## src/rtl/queue_reader.sv

```systemverilog
// queue_reader: drains an upstream queue with one-cycle read latency into a
// 3-entry buffer and presents the words in FIFO order on a valid/ready stream.
// Optional feature: define QUEUE_READER_COUNT_EN to add the 16-bit word_count
// output, which counts delivered words and wraps 0xFFFF -> 0x0000.
module queue_reader #(
  parameter int WIDTH = 8
) (
  input  logic             clk,
  input  logic             reset,
  input  logic             q_empty,
  input  logic [WIDTH-1:0] q_data,
  output logic             q_rd,
  output logic [WIDTH-1:0] out_data,
  output logic             out_valid,
  input  logic             out_ready
`ifdef QUEUE_READER_COUNT_EN
  ,
  output logic [15:0]      word_count
`endif
);

  typedef enum logic [1:0] {
    OCC_EMPTY = 2'd0,
    OCC_ONE   = 2'd1,
    OCC_TWO   = 2'd2,
    OCC_THREE = 2'd3
  } occ_e;

  occ_e             r_occ;
  logic             r_out_valid;
  logic             r_inflight;
  logic             r_run;
  logic [1:0]       r_wr_ptr;
  logic [1:0]       r_rd_ptr;
  logic [WIDTH-1:0] r_buf [3];

  logic             w_room;
  logic             w_capture;
  logic             w_pop;

  // Pointers step through 0,1,2 and wrap back to 0.
  function automatic logic [1:0] ptr_inc(input logic [1:0] p);
    return (p == 2'd2) ? 2'd0 : p + 2'd1;
  endfunction

  // A word is captured on the edge after a read strobe; a pop needs valid and ready.
  assign w_capture = r_inflight;
  assign w_pop     = r_out_valid && out_ready;

  // Free slots must cover buffered words plus the one already requested.
  always_comb begin
    // NOTE: default first so every path assigns w_room and no latch is inferred.
    w_room = 1'b0;
    unique case (r_occ)
      OCC_EMPTY: w_room = 1'b1;
      OCC_ONE:   w_room = 1'b1;
      OCC_TWO:   w_room = !r_inflight;
      OCC_THREE: w_room = 1'b0;
    endcase
  end

  // r_run holds the strobe off until the first edge after reset release.
  assign q_rd      = r_run && !q_empty && w_room;
  assign out_valid = r_out_valid;
  assign out_data  = r_buf[r_rd_ptr];

  // Occupancy FSM with registered valid flag, plus the in-flight and run flags.
  always_ff @(posedge clk or negedge reset) begin
    if (!reset) begin
      // NOTE: state registers use non-blocking assignments so every flop samples pre-edge values.
      r_occ       <= OCC_EMPTY;
      r_out_valid <= 1'b0;
      r_inflight  <= 1'b0;
      r_run       <= 1'b0;
    end else begin
      r_run      <= 1'b1;
      r_inflight <= q_rd;
      unique case (r_occ)
        OCC_EMPTY: begin
          if (w_capture) begin
            r_occ       <= OCC_ONE;
            r_out_valid <= 1'b1;
          end
        end
        OCC_ONE: begin
          if (w_capture && !w_pop) begin
            r_occ <= OCC_TWO;
          end else if (w_pop && !w_capture) begin
            r_occ       <= OCC_EMPTY;
            r_out_valid <= 1'b0;
          end
        end
        OCC_TWO: begin
          if (w_capture && !w_pop) begin
            r_occ <= OCC_THREE;
          end else if (w_pop && !w_capture) begin
            r_occ <= OCC_ONE;
          end
        end
        OCC_THREE: begin
          // The read-strobe rule leaves no request outstanding when full.
          if (w_pop) begin
            r_occ <= OCC_TWO;
          end
        end
      endcase
    end
  end

  // Buffer storage and tail pointer: captured word goes to the tail.
  always_ff @(posedge clk or negedge reset) begin
    if (!reset) begin
      // NOTE: the 3-entry buffer is reset so out_data reads zero during and after reset.
      for (int i = 0; i < 3; i++) begin
        r_buf[i] <= '0;
      end
      r_wr_ptr <= 2'd0;
    end else if (w_capture) begin
      r_buf[r_wr_ptr] <= q_data;
      r_wr_ptr        <= ptr_inc(r_wr_ptr);
    end
  end

  // Head pointer advances on every accepted word.
  always_ff @(posedge clk or negedge reset) begin
    if (!reset) begin
      r_rd_ptr <= 2'd0;
    end else if (w_pop) begin
      r_rd_ptr <= ptr_inc(r_rd_ptr);
    end
  end

`ifdef QUEUE_READER_COUNT_EN
  logic [15:0] r_word_count;

  // Delivered-word counter, wraps naturally at 16 bits.
  always_ff @(posedge clk or negedge reset) begin
    if (!reset) begin
      r_word_count <= 16'd0;
    end else if (w_pop) begin
      r_word_count <= r_word_count + 16'd1;
    end
  end

  assign word_count = r_word_count;
`endif

endmodule

```

## config.mk

```make
export PLATFORM = sky130hd
export DESIGN_NAME = queue_reader
export DESIGN_NICKNAME = d
export VERILOG_FILES = /design/src/rtl/queue_reader.sv
export SDC_FILE = /design/constraint.sdc
export NUM_CORES = 1
export LEC_CHECK = 0
export ABC_AREA = 1
export BUFFER_PORTS_ARGS = -buffer_cell sky130_fd_sc_hd__buf_2
export CAP_MARGIN = 20
export CORE_UTILIZATION = 40
export CTS_CLUSTER_SIZE = 30
export DETAILED_ROUTE_END_ITERATION = 7
export PLACE_DENSITY = 0.66
export SYNTH_ARGS = -nofsm -noshare
export SYNTH_HDL_FRONTEND = slang
export SYNTH_SLANG_ARGS = --single-unit
```

## constraint.sdc

```tcl
create_clock -name clk -period 2.2 [get_ports clk]
set_clock_uncertainty 0.05 [all_clocks]
set_input_delay 0.33 -clock clk [delete_from_list [all_inputs] [get_ports clk]]
set_output_delay 0.33 -clock clk [all_outputs]
set_load 0.01 [all_outputs]
```

; ---- Word-level counts from Yosys, hierarchy flattened
; Cells that the tools add are included.
[op_classes]
n_mul = 0
n_mux = 20
div = 0
n_addsub = 2
bitwise = 2
magnitude_cmp = 3
reduce_logical = 14
shift = 0
n_eq_ne = 11
[ops]
columns = cell, count
row1 = $bwmux W24, 1
row2 = $mux W8, 3
row3 = $bmux W8 S2, 1
row4 = $demux W8 S2, 1
row5 = $mux W2, 8
row6 = $eq A2 B2 Y1 const B, 4
row7 = $ne A2 B2 Y1 const B, 4
row8 = $pmux W2 S4, 1
row9 = $reduce_and A4 Y1, 2
row10 = $ge A3 B3 Y1 const B, 2
row11 = $logic_and A1 B1 Y1, 6
row12 = $ne A3 B3 Y1 const B, 2
row13 = $not A2 Y3, 2
row14 = $add A2 B1 Y2 const B, 2
row15 = $logic_not A1 Y1, 3
row16 = $lt A3 B1 Y1 const B, 1
row17 = $mux W1, 3
row18 = $pmux W1 S3, 1
row19 = $eq A2 B1 Y1 const B, 1
row20 = $logic_not A2 Y1, 1
row21 = $pmux W1 S2, 1
row22 = $reduce_bool A2 Y1, 1
row23 = $reduce_or A2 Y1, 1
[totals]
mem_bits_ro = 0
elab_cells = 61
latch_bits = 0
input_bits = 12
ram_bits = 0
register_bits = 33
memories = 0

; ---- Depth between registers and ports, before layout
; Gate-level depths: netlist (run 1).
[logic_depth]
ltp_word = 6
mapped_depth = 8

; ---- Worst setup path before layout (run 1)
; No wires, ideal clock.
[synth_path]
kind = register -> output
from = reg r_inflight
to = out q_rd
t_arrival_ps = 973
required_time_ps = 1820
path_stages_with_launch = 4
n_path_buf = 0
slack_ps = 847
path_cell_list = dfrtp_1 > inv_2 > a21oi_1 > nor3b_1
[synth_via]
elab_chain_cells = 3
[synth_rtl]
columns = item, line_no
row1 = start: declaration, 31  ; logic r_inflight;
row2 = start signal: assignment, 77  ; r_inflight <= q_rd;
row3 = $logic_not A1 Y1, 57  ; OCC_TWO: w_room = !r_inflight;
row4 = $pmux W1 S3, 54  ; unique case (r_occ)
row5 = $logic_and A1 B1 Y1, 63  ; assign q_rd = r_run && !q_empty && w_room;
row6 = end: declaration, 12  ; output logic q_rd,
; No other way between the ends.

; ---- Worst setup path after layout (run 1)
[layout_path]
from = reg r_rd_ptr[0]
to = out out_data[7]
[layout_via]
elab_chain_cells = 4
[layout_rtl]
columns = item, line_no
row1 = start: declaration, 34  ; logic [1:0] r_rd_ptr;
row2 = start signal: assignment, 129  ; r_rd_ptr <= ptr_inc(r_rd_ptr);
row3 = $not A2 Y3 (not written as such), 65  ; assign out_data = r_buf[r_rd_ptr];
row4 = $bmux W8 S2, 65
row5 = $mux W8 (not written as such) (2 in series), 65
row6 = end: declaration, 13  ; output logic [WIDTH-1:0] out_data,
; No other way between the ends. The select of a mux whose other input is x is not followed.

==> parameters.txt, run 1 <==
Parameter                              Value

Logic synthesis
  Cell count after synthesis    174
  Most used standard cell by instance count after synthesis    sky130_fd_sc_hd__nand2_1
  Sequential-to-total area share from yosys stat    53.7%
  Most frequently used flop master after synthesis    sky130_fd_sc_hd__dfrtp_1
  Average cell area after synthesis    8.84 um2
  Synthesis-stage register bit count    33
  List of most frequent post-synthesis cells    sky130_fd_sc_hd__nand2_1, sky130_fd_sc_hd__dfrtp_1, sky130_fd_sc_hd__inv_1, sky130_fd_sc_hd__o21ai_2, sky130_fd_sc_hd__o21ai_0
  Number of distinct library cells after synthesis    16
  Syn Std Cell Area    1540 um2
  Largest cells by area after synthesis    sky130_fd_sc_hd__dfrtp_1, sky130_fd_sc_hd__nand2_1, sky130_fd_sc_hd__o21ai_2
  Top cell type's share of synthesized area    53.7%
  Post-synth net total    188
  Number of flops mapped to enable cells by yosys    0
  Cell type with the highest aggregate area in the netlist    sky130_fd_sc_hd__dfrtp_1
  Async set or reset register ratio after synthesis    100%
  Yosys warns    0

Floorplanning
  Initial Util    42.0%
  Core Region    3660 um2
  Top-level port count    22
  Die Outline Area    4100 um2
  Die height    64 um
  Die W    64 um
  Cell Rows    22

Power
  Internal power    1.55 mW
  Power density over cell area    1430 nW/um2
  Relative contribution of combinational cells to total power    41.7%
  Switch share    39.3%
  P_leak    0.936 nW
  Clk network pwr share    16.8%
  Net load switching power    1.00 mW
  Reg power frac    41.5%
  Maximum vdd ir drop    0.000512 V

Critical path
  Family with the most delay on the worst path    simple AND/OR/NAND/NOR gates
  CP endpoint kind    output pin
  Library cell contributing the largest single delay on the critical path    sky130_fd_sc_hd__dfrtp_1
  Cell chain of the critical path    nor2_1, buf_4, nand2_1, nand3_1, buf_2
  Total buffers and inverters traversed by the critical path    2
  Worst endpoint data arrival time    1.49 ns
  Total number of cells along the worst setup path    5
  Critical path fanouts, max    5
  Reg2reg setup slack    0.78 ns
  Kind of start point of the critical path    flip-flop
  Reg-to-reg critical path endpoint    r_occ[0]$_DFFE_PN0P_
  Critical Path Max Stage Delay    0.40 ns
  CP endpoint    out_data[7]
  FF-to-FF Start    r_inflight$_DFF_PN0_
  Required time of the critical path    1.82 ns
  R2r worst-path depth    7
  Worst Path Class, Setup    flip-flop to output pin
  Worst setup path start    r_rd_ptr[0]$_DFFE_PN0P_

Route
  Count of antenna-violating nets left after detailed routing    0
  Drt initial violations    32
  Remaining DRCs    0
  Number of iterations in the first detailed-routing pass    4
  DR WL/cell    11.0 um
  Post-detailed-routing wire length    2.78 mm
  Via/cell ratio    4.61
  DR vias    1162

Clock network
  CTS tree    done
  Quantity of hold-fixing buffers added after cts    0
  Quantity of gates resized following cts    0
  Setup Buffers After CTS    0
  Clock edge transition at the registers on the reported setup and hold paths    0.07 ns
  Sinks on Clock Net    33
  Clock buffers created by TritonCTS    5
  Clock insertion delay at the later pin of the skew report    0.28 ns
  Longest Clk Path Bufs    2
  Cell chosen for the clock root    sky130_fd_sc_hd__clkbuf_8
  H-tree lvl count    2

Cells and area
  Area Growth Syn to Fin    15.9%
  Cell area after layout    1780 um2
  Nets@finish    217
  Share of post-route cells with drive strength above 1    25.5%
  Final Instance Count excl. Fillers    252
  Number of diodes    0

Placed design
  Instance area after placement    1700 um2
  HPWL reported at the end of detailed placement    1.92 mm
  Number of cells after detailed placement    244
  Number of buffers inserted by port buffering    21
  Final estimated routing congestion in global placement    0.733

Global route
  Number of global-route vias before repair    1044
  Global-route wire length before repair    4.86 mm
  Leftover overflow at the end of global routing    0
  Initial antenna violation count    0
  GRT Resource Usage Total    16.0%
  Maximum number of pins on one net before global-route repair    34

Timing
  Achievable Freq    0.535 GHz
  Least-Margin Pin Slew    0.711 ns
  Hold WS    0.0434 ns
  Minimum clock period after layout    1.87 ns
  Setup violation total in the final timing report    0
  Max-slew violation count    0
  Hold Violations, Final    0
  Unrepaired setup endpoints after global routing    no
  Period utilization    84.9%
  Sum of negative setup slack    0 ns
  Worst slew slack as a fraction of its limit    52.6%

Outcome
  Run status    finished clean

Worst hold path
  Tightest Hold Check Type    primary input to async pin

Run
  Number of maximum-capacitance violations    0
-- per-stage QoR --
stage / setup slack, ns / utilization, % / power [mW]
CTS: 0.321 / 48.7 / 2.58
global placement: 0.654 / 46.4 / 2.13
finish: 0.332 / 48.7 / 2.56
floorplan: 0.847 / - / 1.79
global route: 0.210 / 48.7 / 2.78
detailed placement: 0.635 / 46.4 / 2.14
-- worst min-delay path by stage --
| stage | end | slack [ns] | start |
|---|---|---|---|
| after floorplan | out_valid$_DFFE_PN0P_ | -0.02 | reset |
| after global placement | r_buf[0]$_DFFE_PN0P_ | 0.39 | reset |
| after detailed placement | r_buf[4]$_DFFE_PN0P_ | 0.38 | reset |
| after CTS | r_buf[4]$_DFFE_PN0P_ | 0.07 | reset |
| after global routing | r_buf[18]$_DFFE_PN0P_ | 0.12 | reset |
| final | r_buf[18]$_DFFE_PN0P_ | 0.04 | reset |
-- cells in the final DEF, fill, tap and decap left out, drive strengths merged, types with 2 or more instances in the layout --
master	instances
nand2	66
dfrtp	33
o21ai	29
buf	25
inv	18
nand3	13
nor2	6
clkbuf	6
ha	2
clkinv	2
-- area by class of cell --
class | instances | area [um2]
timing repair buffer | 25 | 135
sequential | 33 | 826
tap | 48 | 60.1
fill | 373 | 1880
clock buffer | 6 | 72.6
clock inverter | 2 | 10.0
inverter | 18 | 67.6
multi-input combinational | 120 | 611
-- cells by family after synthesis --
| family | Yosys count | share of synthesized area (%) |
|---|---|---|
| AO/OA/AOI/OAI | 30 | 13.7 |
| other | 1 | 0.244 |
| adder cells (fa/ha/maj) | 2 | 1.63 |
| buffers and inverters | 21 | 6.59 |
| flip-flops | 33 | 53.7 |
| AND/OR/NAND/NOR | 87 | 24.2 |
-- metal layers --
layer	global-route usage, %	wire, um	vias up
met5	0	0	-
li1	-	-	608
met2	23.4	1190	24
met3	3.75	96	5
met1	21.6	1440	525
met4	9.38	56	0
-- power by group through the flow --
stage	clock network, mW	registers, mW	logic [mW]
after CTS	0.442	1.06	1.08
after detailed placement	0	1.07	1.08
after floorplan	0	1.04	0.753
final	0.429	1.06	1.07
after global placement	0	1.07	1.06
after global routing	0.466	1.10	1.21
-- flip-flops by register name, summed over array words and instances, names as in the netlist --
name	cells
out_valid	1
r_wr_ptr	2
r_inflight	1
r_rd_ptr	2
r_occ	2
r_buf	24
r_run	1
Power figures use the tool's default switching activity.
==> inputs of run 2 (changes only) <==
==> constraint.sdc (replaced) <==
create_clock -name clk -period 1.8 [get_ports clk]
set_clock_uncertainty 0.05 [all_clocks]
set_input_delay 0.27 -clock clk [delete_from_list [all_inputs] [get_ports clk]]
set_output_delay 0.27 -clock clk [all_outputs]
set_load 0.01 [all_outputs]
==> run 2 against run 1 <==
  * Combinational power is 27% higher
  * Hold slack better by 0.054 ns
  * Clock-buffer cell count is 1 higher
  * Sequential share of layout area is 1.8 points lower
  * Cell count is 2.4% higher
  * Via count is 5.0% higher
  * Flip-flop and latch count stayed put
  * Routed wire length is 2.8% higher
  * Global-route usage hardly changed
  * Non-clock buffer count is 6 higher
  * Critical path depth is 1 higher
  * Die area stayed put
==> parameters.txt, run 2 (synthesis results as in run 1) <==
Parameter                              Value

Power
  Clk network pwr share    18.4% (was 16.8%)
  Maximum vdd ir drop    0.000772 V (was 0.000512 V)
  P_leak    0.973 nW (was 0.936 nW)
  Switch share    38.5% (was 39.3%)
  Internal power    2.01 mW (was 1.55 mW)
  Power consumption    3.27 mW (was 2.56 mW)
  Net load switching power    1.26 mW (was 1.00 mW)
  Power density over cell area    1760 nW/um2 (was 1430 nW/um2)
  Relative contribution of combinational cells to total power    41.6% (was 41.7%)
  Reg power frac    40.0% (was 41.5%)

Floorplanning
  Top-level port count    22 (unchanged)
  Die height    64 um (unchanged)
  Cell Rows    22 (unchanged)
  Die Outline Area    4100 um2 (unchanged)
  Core Region    3660 um2 (unchanged)
  Die W    64 um (unchanged)
  Initial Util    42.0% (unchanged)

Cells and area
  Largest register by flop count    r_buf (unchanged)
  Cell area after layout    1850 um2 (was 1780 um2)
  Max FFs per register    24 (unchanged)
  Final Instance Count excl. Fillers    258 (was 252)
  Leading cell type in the layout, fill and taps excluded    sky130_fd_sc_hd__nand2_1 (unchanged)
  Area Growth Syn to Fin    20.5% (was 15.9%)
  Nets@finish    223 (was 217)
  Commonest cells after routing, fill and taps aside    sky130_fd_sc_hd__nand2_1, sky130_fd_sc_hd__dfrtp_1, sky130_fd_sc_hd__buf_2, sky130_fd_sc_hd__inv_1, sky130_fd_sc_hd__o21ai_2 (unchanged)
  Number of diodes    0 (unchanged)
  Share of post-route cells with drive strength above 1    28.6% (was 25.5%)

Critical path
  Worst Path Class, Setup    flip-flop to output pin (unchanged)
  Reg-to-reg critical path endpoint    r_occ[1]$_DFFE_PN0P_ (was r_occ[0]$_DFFE_PN0P_)
  Critical path fanouts, max    4 (was 5)
  CP endpoint kind    output pin (unchanged)
  Required time of the critical path    1.48 ns (was 1.82 ns)
  FF-to-FF Start    r_inflight$_DFF_PN0_ (unchanged)
  Kind of start point of the critical path    flip-flop (unchanged)
  Worst endpoint data arrival time    1.36 ns (was 1.49 ns)
  Reg2reg setup slack    0.37 ns (was 0.78 ns)
  R2r worst-path depth    7 (unchanged)
  Worst setup path start    r_rd_ptr[0]$_DFFE_PN0P_ (unchanged)

Placed design
  HPWL reported at the end of detailed placement    2.04 mm (was 1.92 mm)
  Final estimated routing congestion in global placement    0.734 (was 0.733)
  Number of buffers inserted by port buffering    21 (unchanged)
  Instance area after placement    1740 um2 (was 1700 um2)
  Number of cells after detailed placement    249 (was 244)

Outcome
  Run status    finished clean (unchanged)

Timing
  Minimum clock period after layout    1.68 ns
  Setup violation total in the final timing report    0 (unchanged)
  Hold WS    0.0969 ns (was 0.0434 ns)
  Achievable Freq    0.595 GHz
  Period utilization    93.4%
  Hold Violations, Final    0 (unchanged)
  Max-slew violation count    0 (unchanged)

Route
  Post-detailed-routing wire length    2.86 mm (was 2.78 mm)
  Number of iterations in the first detailed-routing pass    4 (unchanged)
  Drt initial violations    77 (was 32)
  Remaining DRCs    0 (unchanged)
  Via/cell ratio    4.73 (was 4.61)
  Count of antenna-violating nets left after detailed routing    0 (unchanged)
  DR WL/cell    11.1 um (was 11.0 um)
  DR vias    1220 (was 1162)

Clock network
  Clock buffers created by TritonCTS    5 (unchanged)
  Cell chosen for the clock root    sky130_fd_sc_hd__clkbuf_8 (unchanged)
  H-tree lvl count    2 (unchanged)
  CTS tree    done (unchanged)
  Clock insertion delay at the later pin of the skew report    0.28 ns (about the same)
  Longest Clk Path Bufs    2 (unchanged)
  Clock edge transition at the registers on the reported setup and hold paths    0.06 ns (was 0.07 ns)
  Sinks on Clock Net    33 (unchanged)

Global route
  Most used routing layer in global routing    met2 (unchanged)
  Global Route met1 Usage    19.9% (was 21.6%)
  Met3 routing resource usage after global routing    4.82% (was 3.75%)
  Leftover overflow at the end of global routing    0 (unchanged)
  Number of global-route vias before repair    1101 (was 1044)
  Global routing usage on met2    26.6% (was 23.4%)
  Maximum number of pins on one net before global-route repair    34 (unchanged)
  Initial antenna violation count    0 (unchanged)
  GRT Resource Usage Total    16.0% (about the same)
  Global-route wire length before repair    4.93 mm (was 4.86 mm)

Worst hold path
  Tightest Hold Check Type    primary input to flip-flop (was primary input to async pin)
  Endpoint, Worst Hold    r_inflight$_DFF_PN0_
  Worst Hold Path Cells    2
  Hold Path Origin    q_empty

Run
  Number of maximum-capacitance violations    0 (unchanged)
-- run 2: cell types whose count changed in the layout (fill, tap and decap cells not counted), sizes merged --
cell	previous run	this run
dlygate4sd3	0	1
buf	25	30
clkinv	2	1
clkbuf	6	7
-- run 2: layout make-up --
class / count / area (um2)
clock buffers: 7 / 96.3
clock inverters: 1 / 5.00
fillers: 361 / 1810
inverters: 18 / 67.6
multi-input cells: 120 / 616
flip-flops and latches: 33 / 826
well taps: 48 / 60.1
repair buffers: 31 / 183
-- run 2: worst max path at each step --
stage	endpoint	slack, ns	cells after the start
final	out_data[7]	0.12	6
after global routing	out_data[0]	-0.002	6
after CTS	out_data[5]	0.03	6
after detailed placement	out_data[5]	0.35	6
after global placement	out_data[2]	0.36	5
after floorplan	r_occ[0]$_DFFE_PN0P_	0.49	8
-- run 2: metal layers --
| metal | vias to the layer above | share of wire [%] |
|---|---|---|
| met5 | - | 0 |
| met4 | 0 | 0.56 |
| met3 | 2 | 4.8 |
| met2 | 31 | 48 |
| met1 | 558 | 47 |
| li1 | 629 | - |
-- run 2: through the flow --
step	setup TNS [ns]	util (%)	setup slack, ns
after floorplan	0	-	0.487
after global placement	0	47.4	0.363
after detailed placement	0	47.4	0.347
after CTS	0	50.5	0.0280
after global routing	-0.00210	50.6	-0.00210
final	0	50.6	0.119
-- run 2: worst max-delay path: stages (launching register included) --
cell and delay [ns]:
sky130_fd_sc_hd__dfrtp_1 0.39, sky130_fd_sc_hd__inv_1 0.07, sky130_fd_sc_hd__nor2_2 0.18, sky130_fd_sc_hd__buf_4 0.16, sky130_fd_sc_hd__nand2_1 0.05, sky130_fd_sc_hd__nand3_1 0.09, sky130_fd_sc_hd__buf_2 0.13
-- run 2: power groups by stage --
stage,clock network [mW],logic [mW],registers (mW)
floorplan,0,0.920,1.27
global placement,0,1.34,1.30
detailed placement,0,1.36,1.31
CTS,0.616,1.37,1.30
global route,0.659,1.54,1.36
finish,0.600,1.36,1.31
-- run 2: timing repair --
action,in CTS,in global routing
setup endpoints to repair,0,8
hold endpoints to repair,33,0
setup buffers,0,0
resized for setup,0,2
hold buffers,1,0
